## src/rtl/seq_mult16.sv

```systemverilog
// Unsigned 16x16 shift-and-add multiplier, one multiplier bit per clock,
// built around a 16-bit ripple-carry adder.

module rca16 (
    input  logic [15:0] a,
    input  logic [15:0] b,
    input  logic        cin,
    output logic [15:0] s,
    output logic        cout
);
    logic c;

    always_comb begin
        s = '0;
        c = cin;
        for (int i = 0; i < 16; i++) begin
            s[i] = a[i] ^ b[i] ^ c;
            c    = (a[i] & b[i]) | (c & (a[i] ^ b[i]));
        end
        cout = c;
    end
endmodule

module seq_mult16 (
    input  logic        clk,
    input  logic        rst_n,
    input  logic        start,
    input  logic [15:0] a,
    input  logic [15:0] b,
    output logic        busy,
    output logic        done,
    output logic [31:0] p
);
    typedef enum logic [1:0] {
        IDLE = 2'd0,
        RUN  = 2'd1,
        DONE = 2'd2
    } state_t;

    state_t      state_q, state_d;
    logic [15:0] mcand_q, mcand_d;
    logic [15:0] acc_hi_q, acc_hi_d;
    logic [15:0] acc_lo_q, acc_lo_d;
    logic [3:0]  cnt_q, cnt_d;
    logic [31:0] p_q, p_d;

    logic [15:0] add_b;
    logic [15:0] sum;
    logic        carry;

    assign add_b = acc_lo_q[0] ? mcand_q : 16'h0000;

    rca16 u_rca16 (
        .a    (acc_hi_q),
        .b    (add_b),
        .cin  (1'b0),
        .s    (sum),
        .cout (carry)
    );

    always_ff @(posedge clk or negedge rst_n) begin
        if (!rst_n) begin
            state_q <= IDLE;
        end else begin
            state_q <= state_d;
        end
    end

    always_comb begin
        state_d = state_q;
        case (state_q)
            IDLE:    state_d = start ? RUN : IDLE;
            RUN:     state_d = (cnt_q == 4'd15) ? DONE : RUN;
            DONE:    state_d = start ? RUN : IDLE;
            default: state_d = IDLE;
        endcase
    end

    always_comb begin
        busy = (state_q == RUN);
        done = (state_q == DONE);
    end

    // The carry-out shifts into acc_hi[15], so no product bit is ever lost.
    always_comb begin
        mcand_d  = mcand_q;
        acc_hi_d = acc_hi_q;
        acc_lo_d = acc_lo_q;
        cnt_d    = cnt_q;
        p_d      = p_q;
        if (state_q == RUN) begin
            acc_hi_d = {carry, sum[15:1]};
            acc_lo_d = {sum[0], acc_lo_q[15:1]};
            cnt_d    = cnt_q + 4'd1;
            if (cnt_q == 4'd15) begin
                p_d = {carry, sum[15:1], sum[0], acc_lo_q[15:1]};
            end
        end else if (start) begin
            mcand_d  = a;
            acc_lo_d = b;
            acc_hi_d = 16'h0000;
            cnt_d    = 4'd0;
        end
    end

    always_ff @(posedge clk or negedge rst_n) begin
        if (!rst_n) begin
            mcand_q  <= '0;
            acc_hi_q <= '0;
            acc_lo_q <= '0;
            cnt_q    <= '0;
            p_q      <= '0;
        end else begin
            mcand_q  <= mcand_d;
            acc_hi_q <= acc_hi_d;
            acc_lo_q <= acc_lo_d;
            cnt_q    <= cnt_d;
            p_q      <= p_d;
        end
    end

    assign p = p_q;
endmodule
```

## config.mk

```make
export PLATFORM = sky130hd
export DESIGN_NAME = seq_mult16
export DESIGN_NICKNAME = d
export VERILOG_FILES = /design/src/rtl/seq_mult16.sv
export SDC_FILE = /design/constraint.sdc
export NUM_CORES = 1
export LEC_CHECK = 0
export ABC_AREA = 1
export CAP_MARGIN = 20
export CORE_ASPECT_RATIO = 1.5
export CORE_MARGIN = 2
export CORE_UTILIZATION = 45
export DETAILED_ROUTE_END_ITERATION = 6
export PLACE_DENSITY = 0.7
export REMOVE_ABC_BUFFERS = 1
export SETUP_SLACK_MARGIN = 0.05
export SKIP_CTS_REPAIR_TIMING = 1
export SLEW_MARGIN = 25
export SYNTH_ARGS = -nofsm -noshare
export SYNTH_HDL_FRONTEND = slang
export SYNTH_SLANG_ARGS = --single-unit
```

## constraint.sdc

```tcl
create_clock -name clk -period 19.4 [get_ports clk]
set_input_delay 3.88 -clock clk [delete_from_list [all_inputs] [get_ports clk]]
set_output_delay 3.88 -clock clk [all_outputs]
set_load 0.1 [all_outputs]
```

## Word-level counts from Yosys, hierarchy flattened

Index checks and enable logic that the tools add are counted.

- Bitwise gates (word level): 78
- Reduce and logical (&&, ||, !) cells: 5
- Equal/unequal tests: 3
- $add $sub $neg: 1
- Muxes and demuxes: 10

Operators by type and width:

| kind | number |
|---|---|
| 16-bit two-way mux | 5 |
| 1-bit bitwise AND | 31 |
| 1-bit bitwise XOR | 31 |
| 1-bit bitwise OR | 15 |
| 4-bit two-way mux | 2 |
| 4-bit by 1-bit adder with 4-bit output (second input constant) | 1 |
| 4-bit == test (second input constant) | 1 |
| 2-bit case mux with 2 select lines | 1 |
| 2-bit AND reduction | 2 |
| 2-bit by 1-bit == test with 1-bit output (second input constant) | 1 |
| 2-bit == test (second input constant) | 1 |
| 2-bit logical NOT | 1 |
| 2-bit two-way mux | 1 |
| 2-bit nonzero test | 1 |
| 2-bit OR reduction | 1 |
| 1-bit two-way mux | 1 |
| 1-bit NOT | 1 |

- Bits in registers: 86
- Input port bits: 35
- Word-level logic and storage cells: 103
- Output and inout bits: 34

## Depth between registers and ports, before layout

Gate-level depths: netlist (run 1).

- Depth after elaboration: 33
- Depth in mapped cells: 27
- Gate-level depth less buffers: 26

## By module

A second synthesis (run 1) with hierarchy kept.

- Cells, all modules: 454
- Area, all modules: 3,975.1 um^2

By module, submodules not included:

| module | cells an instance | seq. area each (um^2) | times used | area an instance (um^2) |
|---|---|---|---|---|
| seq_mult16 | 428 | 2,152.1 | 1 | 3,617.2 |
| rca16 | 26 | 0.0 | 1 | 357.8 |

## Worst setup path after synthesis (run 1)

Ideal clock, no wire load.

- Kind: reg2reg
- Start: register acc_lo_q[0]
- End: register p_q[30], in the netlist p[30]
- Path slack: 12.926 ns
- Required time: 19.275 ns
- Cell stages (with the launch flop): 26
- Period minus slack after synthesis: 6.474 ns
- Data arrival time: 6.349 ns
- Buffers on the path: 2
- Library setup time: 0.125 ns
- Cells stage by stage: dfrtp_1 clkbuf_1 clkbuf_1 nand2_1 fa_1 fa_1 fa_1 fa_1 fa_1 fa_1 fa_1 inv_1 fa_1 fa_1 inv_1 fa_1 inv_1 fa_1 inv_1 fa_1 fa_1 fa_1 fa_1 inv_1 nand2_1 nand2_1

- Word-level cells in the longest chain between the ends: 31
- Elaborated cells between the ends (all ways): 60
- Those cells by class: mux: 1; bitwise: 59

Ends and longest elaborated chain:

| item | line | source |
|---|---|---|
| start: declaration | 43 | `logic [15:0] acc_lo_q, acc_lo_d;` |
| start signal: assignment | 116 | `acc_lo_q <= acc_lo_d;` |
| 16-bit two-way mux (*) | 51 | `assign add_b = acc_lo_q[0] ? mcand_q : 16'h0000;` |
| 1-bit bitwise AND / 1-bit bitwise XOR (equally long branches) | 18 | `c = (a[i] & b[i]) \| (c & (a[i] ^ b[i]));` |
| 1-bit bitwise AND | 18 |  |
| 1-bit bitwise OR | 18 |  |
| 1-bit bitwise AND | 18 |  |
| 1-bit bitwise OR | 18 |  |
| 1-bit bitwise AND | 18 |  |
| 1-bit bitwise OR | 18 |  |
| [... 15 more ...] | n/a |  |
| 1-bit bitwise OR | 18 |  |
| 1-bit bitwise AND | 18 |  |
| 1-bit bitwise OR | 18 |  |
| 1-bit bitwise AND | 18 |  |
| 1-bit bitwise OR | 18 |  |
| 1-bit bitwise AND | 18 |  |
| 1-bit bitwise OR | 18 |  |
| 1-bit bitwise XOR (*) | 17 | `s[i] = a[i] ^ b[i] ^ c;` |
| end signal: assignment | 118 | `p_q <= p_d;` |
| end: declaration | 45 | `logic [31:0] p_q, p_d;` |

Every way passes the cells marked *; elsewhere a longest branch is shown, timed or not.
A chain may end at the register's enable or synchronous reset.

## Worst setup path in the final report (run 1)

Ends and elaborated chain as after synthesis.

==> impl_metrics.json, run 1 <==
{
  "tns_ps": 0,
  "die_h_um": 119,
  "io_buffers": 68,
  "worstPathRequired_ps": 19620,
  "htreeDepth": 3,
  "min_period_ps": 6860,
  "initial_core_util": 0.456,
  "ys_seq_elements": 86,
  "rrSetupSlack_ps": 12540,
  "min_to": "mcand_q[9]",
  "grt_max_degree": 87,
  "setup.worst_path.class": "reg2reg",
  "finClkSkew_ps": 5.97,
  "clk_latency_ps": 340,
  "arrival_ps": 7080,
  "hold_start": "mcand_q[9]",
  "cp-start-kind": "flip-flop",
  "layout-area-overhead-vs-synth_pct": 23.5,
  "syn_area_sq_mm": 0.00398,
  "rsz0062_at_grt": "false",
  "ant_nets": 0,
  "num-nets-final": 545,
  "core_sq_mm": 0.00872,
  "syn_inst": 437,
  "outcome": "finished clean",
  "die_width_um": 80.7,
  "tritoncts": "built",
  "viasPerCell": 5.01,
  "fillerInstances": 838,
  "detailed_place_hpwl_mm": 5.55,
  "wire_per_inst_um": 13.7,
  "finalHoldViolations": 0,
  "drt_pass1_iterations": 4,
  "grt_pass1_vias": 3103,
  "grt_overflow_total": 0,
  "fin_util": 0.563,
  "routed_wl_mm": 8.28,
  "setup_viol": 0,
  "clk_pin_slew_ps": 60,
  "crit_fanout": 17,
  "drive_above_1_share": 0.0464,
  "seq_area_frac_synth": 0.541,
  "synth.avg_cell_area_sq_um": 9.10,
  "vias": 3039,
  "drtIter0Drc": 251,
  "slew_viol_final": 0,
  "r2r_cells": 26,
  "io_pins": 69,
  "max-slew-margin-rel": 0.344,
  "drc_errors": 0,
  "ys_warn_count": 0,
  "reg2reg_to": "p[30]",
  "row_count": 42,
  "cts_made_buffers": 9,
  "grt.total_usage": 0.189,
  "crit_path_end_kind": "flip-flop",
  "grt_pass1_wl_mm": 14.0,
  "finalCritPeriodShare": 0.354,
  "n_antenna_cell": 0,
  "maxCapViolCount": 0,
  "reg2reg_from": "acc_lo_q[0]",
  "min_delay_path_depth": 2,
  "clock-root-buffer": "clkbuf_16",
  "die-area_sq_mm": 0.00962,
  "cts.sinks": 86,
  "tightest_slew_ps": 982,
  "yosysUniqueCellTypes": 25,
  "routabilityCongestion": 0.778,
  "clk_path_buf_depth": 2,
  "max_freq_mhz": 146,
  "antenna_found_initial": 0,
  "min_path_type": "reg2reg"
}
==> cell usage in the layout (no fill, tap or decap) <==
cell,instances
nor2_1,2
nand2_1,176
xnor2_1,1
o21ai_0,34
dfrtp_1,86
inv_2,1
clkbuf_8,1
a21oi_1,1
nor2_4,2
nand2_4,1
buf_4,1
nor2_2,1
nand3_1,34
inv_1,37
o22ai_1,10
clkinv_2,2
ha_1,2
fa_1,15
clkbuf_1,2
nand2_2,2
o21ai_1,5
nand3_4,1
clkdlybuf4s50_1,67
clkbuf_16,9
nor2_8,1
nand4_1,1
buf_6,1
==> per-stage QoR <==
stage | hold slack, ps | instances | setup WS (ps) | area [sq um]
after global placement | 464 | 592 | 12760 | 4640
after floorplan | 449 | 413 | 13030 | 3820
after detailed placement | 468 | 592 | 12570 | 4650
after global routing | 508 | 606 | 12130 | 4910
after CTS | 485 | 606 | 12530 | 4900
final | 477 | 606 | 12540 | 4910
==> area by class of cell <==
cell class | count | area (sq um) | share of cell area
sequential | 86 | 2150 | 0.438
multi-input combinational | 289 | 1530 | 0.312
timing repair buffer | 69 | 689 | 0.140
clock buffer | 12 | 246 | 0.0502
inverter | 38 | 143 | 0.0291
tap | 110 | 138 | 0.0280
clock inverter | 2 | 10.0 | 0.00204
==> metal layers <==
| layer | wire (um) | vias to the layer above | global-route usage |
|---|---|---|---|
| met1 | 3340 | 1478 | 0.229 |
| li1 | - | 1482 | - |
| met3 | 311 | 15 | 0.0318 |
| met4 | 238 | 0 | 0.101 |
| met2 | 4390 | 64 | 0.317 |
| met5 | 0 | - | 0 |
==> cell usage after synthesis <==
cell type / n / area share
nand3_1: 34 / 0.043
nor2_8: 1 / 0.0050
o22ai_1: 10 / 0.016
a21oi_1: 1 / 0.0013
nand3_4: 1 / 0.0044
inv_1: 37 / 0.035
buf_6: 5 / 0.014
clkbuf_2: 4 / 0.0050
nand4_1: 1 / 0.0016
nand2_4: 1 / 0.0028
xnor2_1: 1 / 0.0022
nor2_4: 1 / 0.0028
o21ai_1: 5 / 0.0063
nand2_1: 176 / 0.17
fa_1: 15 / 0.076
nor2_2: 2 / 0.0031
inv_2: 1 / 0.00094
dfrtp_1: 86 / 0.54
buf_2: 8 / 0.010
ha_1: 2 / 0.0063
buf_4: 3 / 0.0057
clkbuf_1: 4 / 0.0038
nand2_2: 2 / 0.0031
o21ai_0: 34 / 0.043
nor2_1: 2 / 0.0019
==> how the worst max path moves through the flow <==
stage          slack [ps]        start    end
2_1_floorplan       13030  acc_lo_q[0]  p[30]
3_3_place_gp        12760  acc_lo_q[0]  p[30]
3_5_place_dp        12570  acc_lo_q[0]  p[30]
4_1_cts             12530  acc_lo_q[0]  p[30]
5_1_grt             12130  acc_lo_q[0]  p[30]
6_report            12540  acc_lo_q[0]  p[30]
==> flip-flops by register name (all words and copies together) (netlist names) <==
name,count
p,32
acc_hi_q,16
acc_lo_q,16
mcand_q,16
cnt_q,4
state_q,2
==> logic make-up (layout without fill, tap and decap cells) <==
| kind of cell | count (synthesis) | count (layout) | share of synthesized area |
|---|---|---|---|
| and+or+nand+nor | 221 | 221 | 0.234 |
| xor gates and xnor gates | 1 | 1 | 0.00220 |
| AOI/OAI and AO/OA | 50 | 50 | 0.0661 |
| adders and majority gates | 17 | 17 | 0.0818 |
| DFF | 86 | 86 | 0.541 |
| buffers and inverters | 62 | 121 | 0.0746 |
==> critical path: stages (launching register included) <==
cell and delay, ps:
dfrtp_1 690, nand2_1 100, inv_1 80, ha_1 140, inv_1 50, fa_1 390, fa_1 390, fa_1 380
fa_1 380, fa_1 390, fa_1 410, fa_1 370, inv_1 80, fa_1 190, fa_1 160, inv_1 50
fa_1 350, inv_1 80, fa_1 150, inv_1 50, fa_1 370, fa_1 400, fa_1 400, fa_1 520
inv_1 40, nand2_1 60, nand2_1 50
Power of run 1 is not shown: default switching activity piles up to over one toggle a cycle in this logic, so the estimate is an artifact.
==> run 2, diff against run 1 <==
==> constraint.sdc (replaced) <==
create_clock -name clk -period 6.8 [get_ports clk]
set_input_delay 1.36 -clock clk [delete_from_list [all_inputs] [get_ports clk]]
set_output_delay 1.36 -clock clk [all_outputs]
set_load 0.1 [all_outputs]
==> run 2 against run 1 <==
Final cell count increased by 0.33%. Largest cell class unchanged. Core utilization increased by 1.2 points. Critical path depth decreased by 2. Critical path type unchanged. Count of clock-buffer cells in the layout decreased by 1.
==> impl_metrics.json, run 2 (synthesized netlist as in run 1, its figures left out) <==
{
  "cp-start-kind": "flip-flop",
  "fillerInstances": 838,
  "layout-area-overhead-vs-synth_pct": 26.1,
  "finalCritPeriodShare": 0.942,
  "htreeDepth": 3,
  "gr-usage-met1": 0.230,
  "antenna_found_initial": 0,
  "crit_path_end_kind": "flip-flop",
  "initial_core_util": 0.456,
  "n_antenna_cell": 0,
  "grt_util_met2": 0.322,
  "drive_above_1_share": 0.0502,
  "clk_path_buf_depth": 2,
  "cts_made_buffers": 9,
  "tritoncts": "built",
  "grt_pass1_wl_mm": 14.2,
  "clk_pin_slew_ps": 60,
  "clock-root-buffer": "clkbuf_16",
  "crit_fanout": 16,
  "die-area_sq_mm": 0.00962,
  "outcome": "finished clean",
  "clk_latency_ps": 340,
  "arrival_ps": 6630,
  "tns_ps": 0,
  "r2r_cells": 24,
  "tightest_slew_ps": 1020,
  "dpl-instance-area_sq_mm": 0.00466,
  "layout_common_cells": "nand2_1, dfrtp_1, clkdlybuf4s50_1",
  "grt.total_usage": 0.192,
  "detailed_place_hpwl_mm": 5.44,
  "multi_input_area_sq_mm": 0.00153,
  "io_pins": 69,
  "die_h_um": 119,
  "core_sq_mm": 0.00872,
  "grt_overflow_total": 0,
  "final_area_sq_mm": 0.00501,
  "wire_per_inst_um": 13.6,
  "ant_nets": 0,
  "setup.worst_path.class": "reg2reg",
  "seqCellArea_sq_mm": 0.00215,
  "min_period_ps": 6410,
  "setup_viol": 0,
  "finClkSkew_ps": 5.50,
  "cts.sinks": 86,
  "row_count": 42,
  "routed_wl_mm": 8.24,
  "met3_usage": 0.0432,
  "finalHoldViolations": 0,
  "drc_errors": 0,
  "drt_pass1_iterations": 4,
  "max_freq_mhz": 156,
  "largest_register_ffs": 32,
  "die_width_um": 80.7,
  "grt_most_used_layer": "met2",
  "min_delay_path_depth": 2,
  "routabilityCongestion": 0.755,
  "num-nets-final": 546,
  "io_buffers": 68,
  "viasPerCell": 5.00,
  "maxCapViolCount": 0,
  "worstPathRequired_ps": 7020,
  "vias": 3042,
  "grt_pass1_vias": 3138,
  "max-slew-margin-rel": 0.321,
  "rsz0062_at_grt": "false",
  "final_common_cell": "nand2_1",
  "drtIter0Drc": 217,
  "grt_max_degree": 87,
  "min_path_type": "reg2reg",
  "slew_viol_final": 0
}
[run 2: cell count changes in the layout (fill, tap and decap cells not counted), sizes merged]
cell	change
clkbuf	-1
clkinv	-2
buf	+1
bufinv	+4
[run 2: critical path, cell delays in order, from the launching register on]
cell and delay [ps]:
dfrtp_1 360, buf_6 170, nand2_1 90, fa_1 430
fa_1 400, fa_1 390, fa_1 390, fa_1 390
fa_1 390, fa_1 370, inv_1 80, fa_1 180
fa_1 170, inv_1 50, fa_1 350, inv_1 70
fa_1 150, inv_1 50, fa_1 370, fa_1 390
fa_1 390, fa_1 510, inv_1 40, nand2_1 50
nand2_1 50
[run 2: cell type report]
cell class	instances	share of cell area
Clock inverter	4	0.0240
Timing Repair Buffer	70	0.140
Inverter	38	0.0285
Tap cell	110	0.0275
Multi-Input combinational cell	289	0.305
Sequential cell	86	0.429
Clock buffer	11	0.0464
[run 2: final timing paths]
check,slack (ps),end,start
worst max-delay path,390,p[30],acc_lo_q[0]
worst min-delay path,480,mcand_q[8],mcand_q[8]
worst max register to register,390,p[30],acc_lo_q[0]
worst min register to register,480,mcand_q[8],mcand_q[8]
max in group asynchronous,5220,acc_hi_q[0],rst_n
min in group asynchronous,1070,p[21],rst_n
[run 2: metal layers]
layer  up-vias  part of all wire
met3        16             0.040
li1       1482                 -
met1      1479              0.42
met4         0             0.021
met2        65              0.51
met5         -                 0
[run 2: through the flow]
stage	worst slack, ps	util	std cells	hold WS, ps
3_3_place_gp	452	0.533	593	463
5_1_grt	52.9	0.575	608	493
2_1_floorplan	429	-	413	449
6_report	391	0.575	608	475
4_1_cts	337	0.574	608	481
3_5_place_dp	358	0.534	593	466
Power of run 2 is left out for the same reason.
==> RTL edit, RTL diff (settings of run 1) <==
Put one more register stage on the output `p`, with the module's reset. The value now appears one clock later. The other outputs are not delayed to match.
--- a/src/rtl/seq_mult16.sv
+++ b/src/rtl/seq_mult16.sv
@@ -121,3 +121,9 @@
 
-    assign p = p_q;
+    always_ff @(posedge clk or negedge rst_n) begin
+        if (!rst_n) begin
+            p <= '0;
+        end else begin
+            p <= p_q;
+        end
+    end
 endmodule
Formal check against the unedited RTL: no difference found for any inputs over 10 cycles, from zero or initial values and one cycle with rst_n low; that may be too few to reach the edited logic, so the function may still have changed.
==> RTL edit against run 1 <==
  * Via count grew 9.0%
  * Sequential cell count grew 32
  * Critical path depth shrank 4
  * Largest cell class unchanged
  * Area after synthesis grew 19%
  * Setup slack lost 0.59 ns
  * Design area grew 23%
  * Non-clock buffer count grew 2
  * Count of clock-buffer cells in the layout grew 8
  * Wire length grew 17%
  * Highest routed layer unchanged
Power is left out: the tool's default activity adds up to more than one toggle a clock period on the data nets, which glitch-free logic cannot reach.
==> RTL edit: results (changes against run 1) <==
global-route wire length before repair: 16600 µm (+18%)
cell count after synthesis: 461 (+5.5%)
Synth top cells by count: nand2_1, dfrtp_1, inv_1, o21ai_0, nand3_1
met3 Use GR: 5.61% (+2.4 points)
fraction of area in multi-input gates: 24.8% (-6.4 points)
filler cell count: 861 (+2.7%)
Inst Count DP: 650 (+9.8%)
flop2flop setup slack: 11.95 ns (-0.59 ns)
Vias/cell: 4.86 (-3.0%)
vias in the first global route: 3504 (+13%)
Adder-Cell Fraction of Synth Area: 6.88% (-1.3 points)
worst-skew pair later-pin latency: 0.40 ns (+0.06 ns)
Synth area leaders: dfrtp_1, nand2_1, fa_1, o21ai_0, nand3_1
complex-gate fraction of the synthesized area: 5.79% (-0.82 points)
synthesis-stage register bit count: 118 (+37%)
# clk buffers: 20 (+8)
share of cells above drive strength 1: 8.33% (+3.7 points)
Slew @ Worst Pin: 0.976 ns (-0.00604 ns)
status: finished clean
All-Layer GR Usage: 19.4% (+0.43 points)
Met1 Routed Length: 4130 µm (+24%)
total CTS buffers: 17 (+8)
met2 wire length: 5100 µm (+16%)
largest net degree at the start of global routing: 81 (-6.9%)
met2 Use GR: 29.9% (-1.8 points)
DP Wirelength: 6000 µm (+8.2%)
xor/xnor share of the synthesized area: 0.185% (-0.035 points)
ClkCell Share: 9.57% (+4.3 points)
grt met1 use: 25.2% (+2.3 points)
CTS H-tree depth: 4 (+1)
Hold EP: p[14]
via count: 3312 (+9.0%)
worst r2r dst: p_q[30]
Arr. time, crit path: 7.74 ns (+0.66 ns)
Inverters, non-clock: 37 (-2.6%)
NonClk Buf Share: 11.6% (-2.4 points)
DR iter-0 viols: 247 (-1.6%)
Final Skew: 0.00585 ns (-0.000125 ns)
WL final: 9730 µm (+17%)
Final nets: 580 (+6.4%)
metal3 WL: 326 µm (+4.8%)
gpl congestion: 0.785 (+0.95%)
## RTL edit: cell count changes after synthesis, moves of 5 or more
cell / delta
dfrtp_1: +32
nand2_1: -10
clkbuf_1: +5
nand2_2: +5
o21ai_1: -5
o22ai_1: +5
## RTL edit: per-stage QoR
step,worst slack (ns),hold WS (ns),cell area (µm²)
final,11.95,0.363,6050
after global routing,11.66,0.375,6050
after CTS,11.96,0.367,6050
after detailed placement,12.03,0.355,5470
after global placement,12.18,0.354,5470
after floorplan,12.50,0.348,4590
## RTL edit: worst max-delay path by stage
| stage | startpoint | end | slack [ns] | cells after the start |
|---|---|---|---|---|
| after floorplan | acc_lo_q[0] | p_q[30] | 12.50 | 22 |
| after global placement | acc_lo_q[0] | p_q[30] | 12.18 | 22 |
| after detailed placement | acc_lo_q[0] | p_q[30] | 12.03 | 22 |
| after CTS | acc_lo_q[0] | p_q[30] | 11.96 | 22 |
| after global routing | acc_lo_q[0] | p_q[30] | 11.66 | 22 |
| final | acc_lo_q[0] | p_q[30] | 11.95 | 22 |
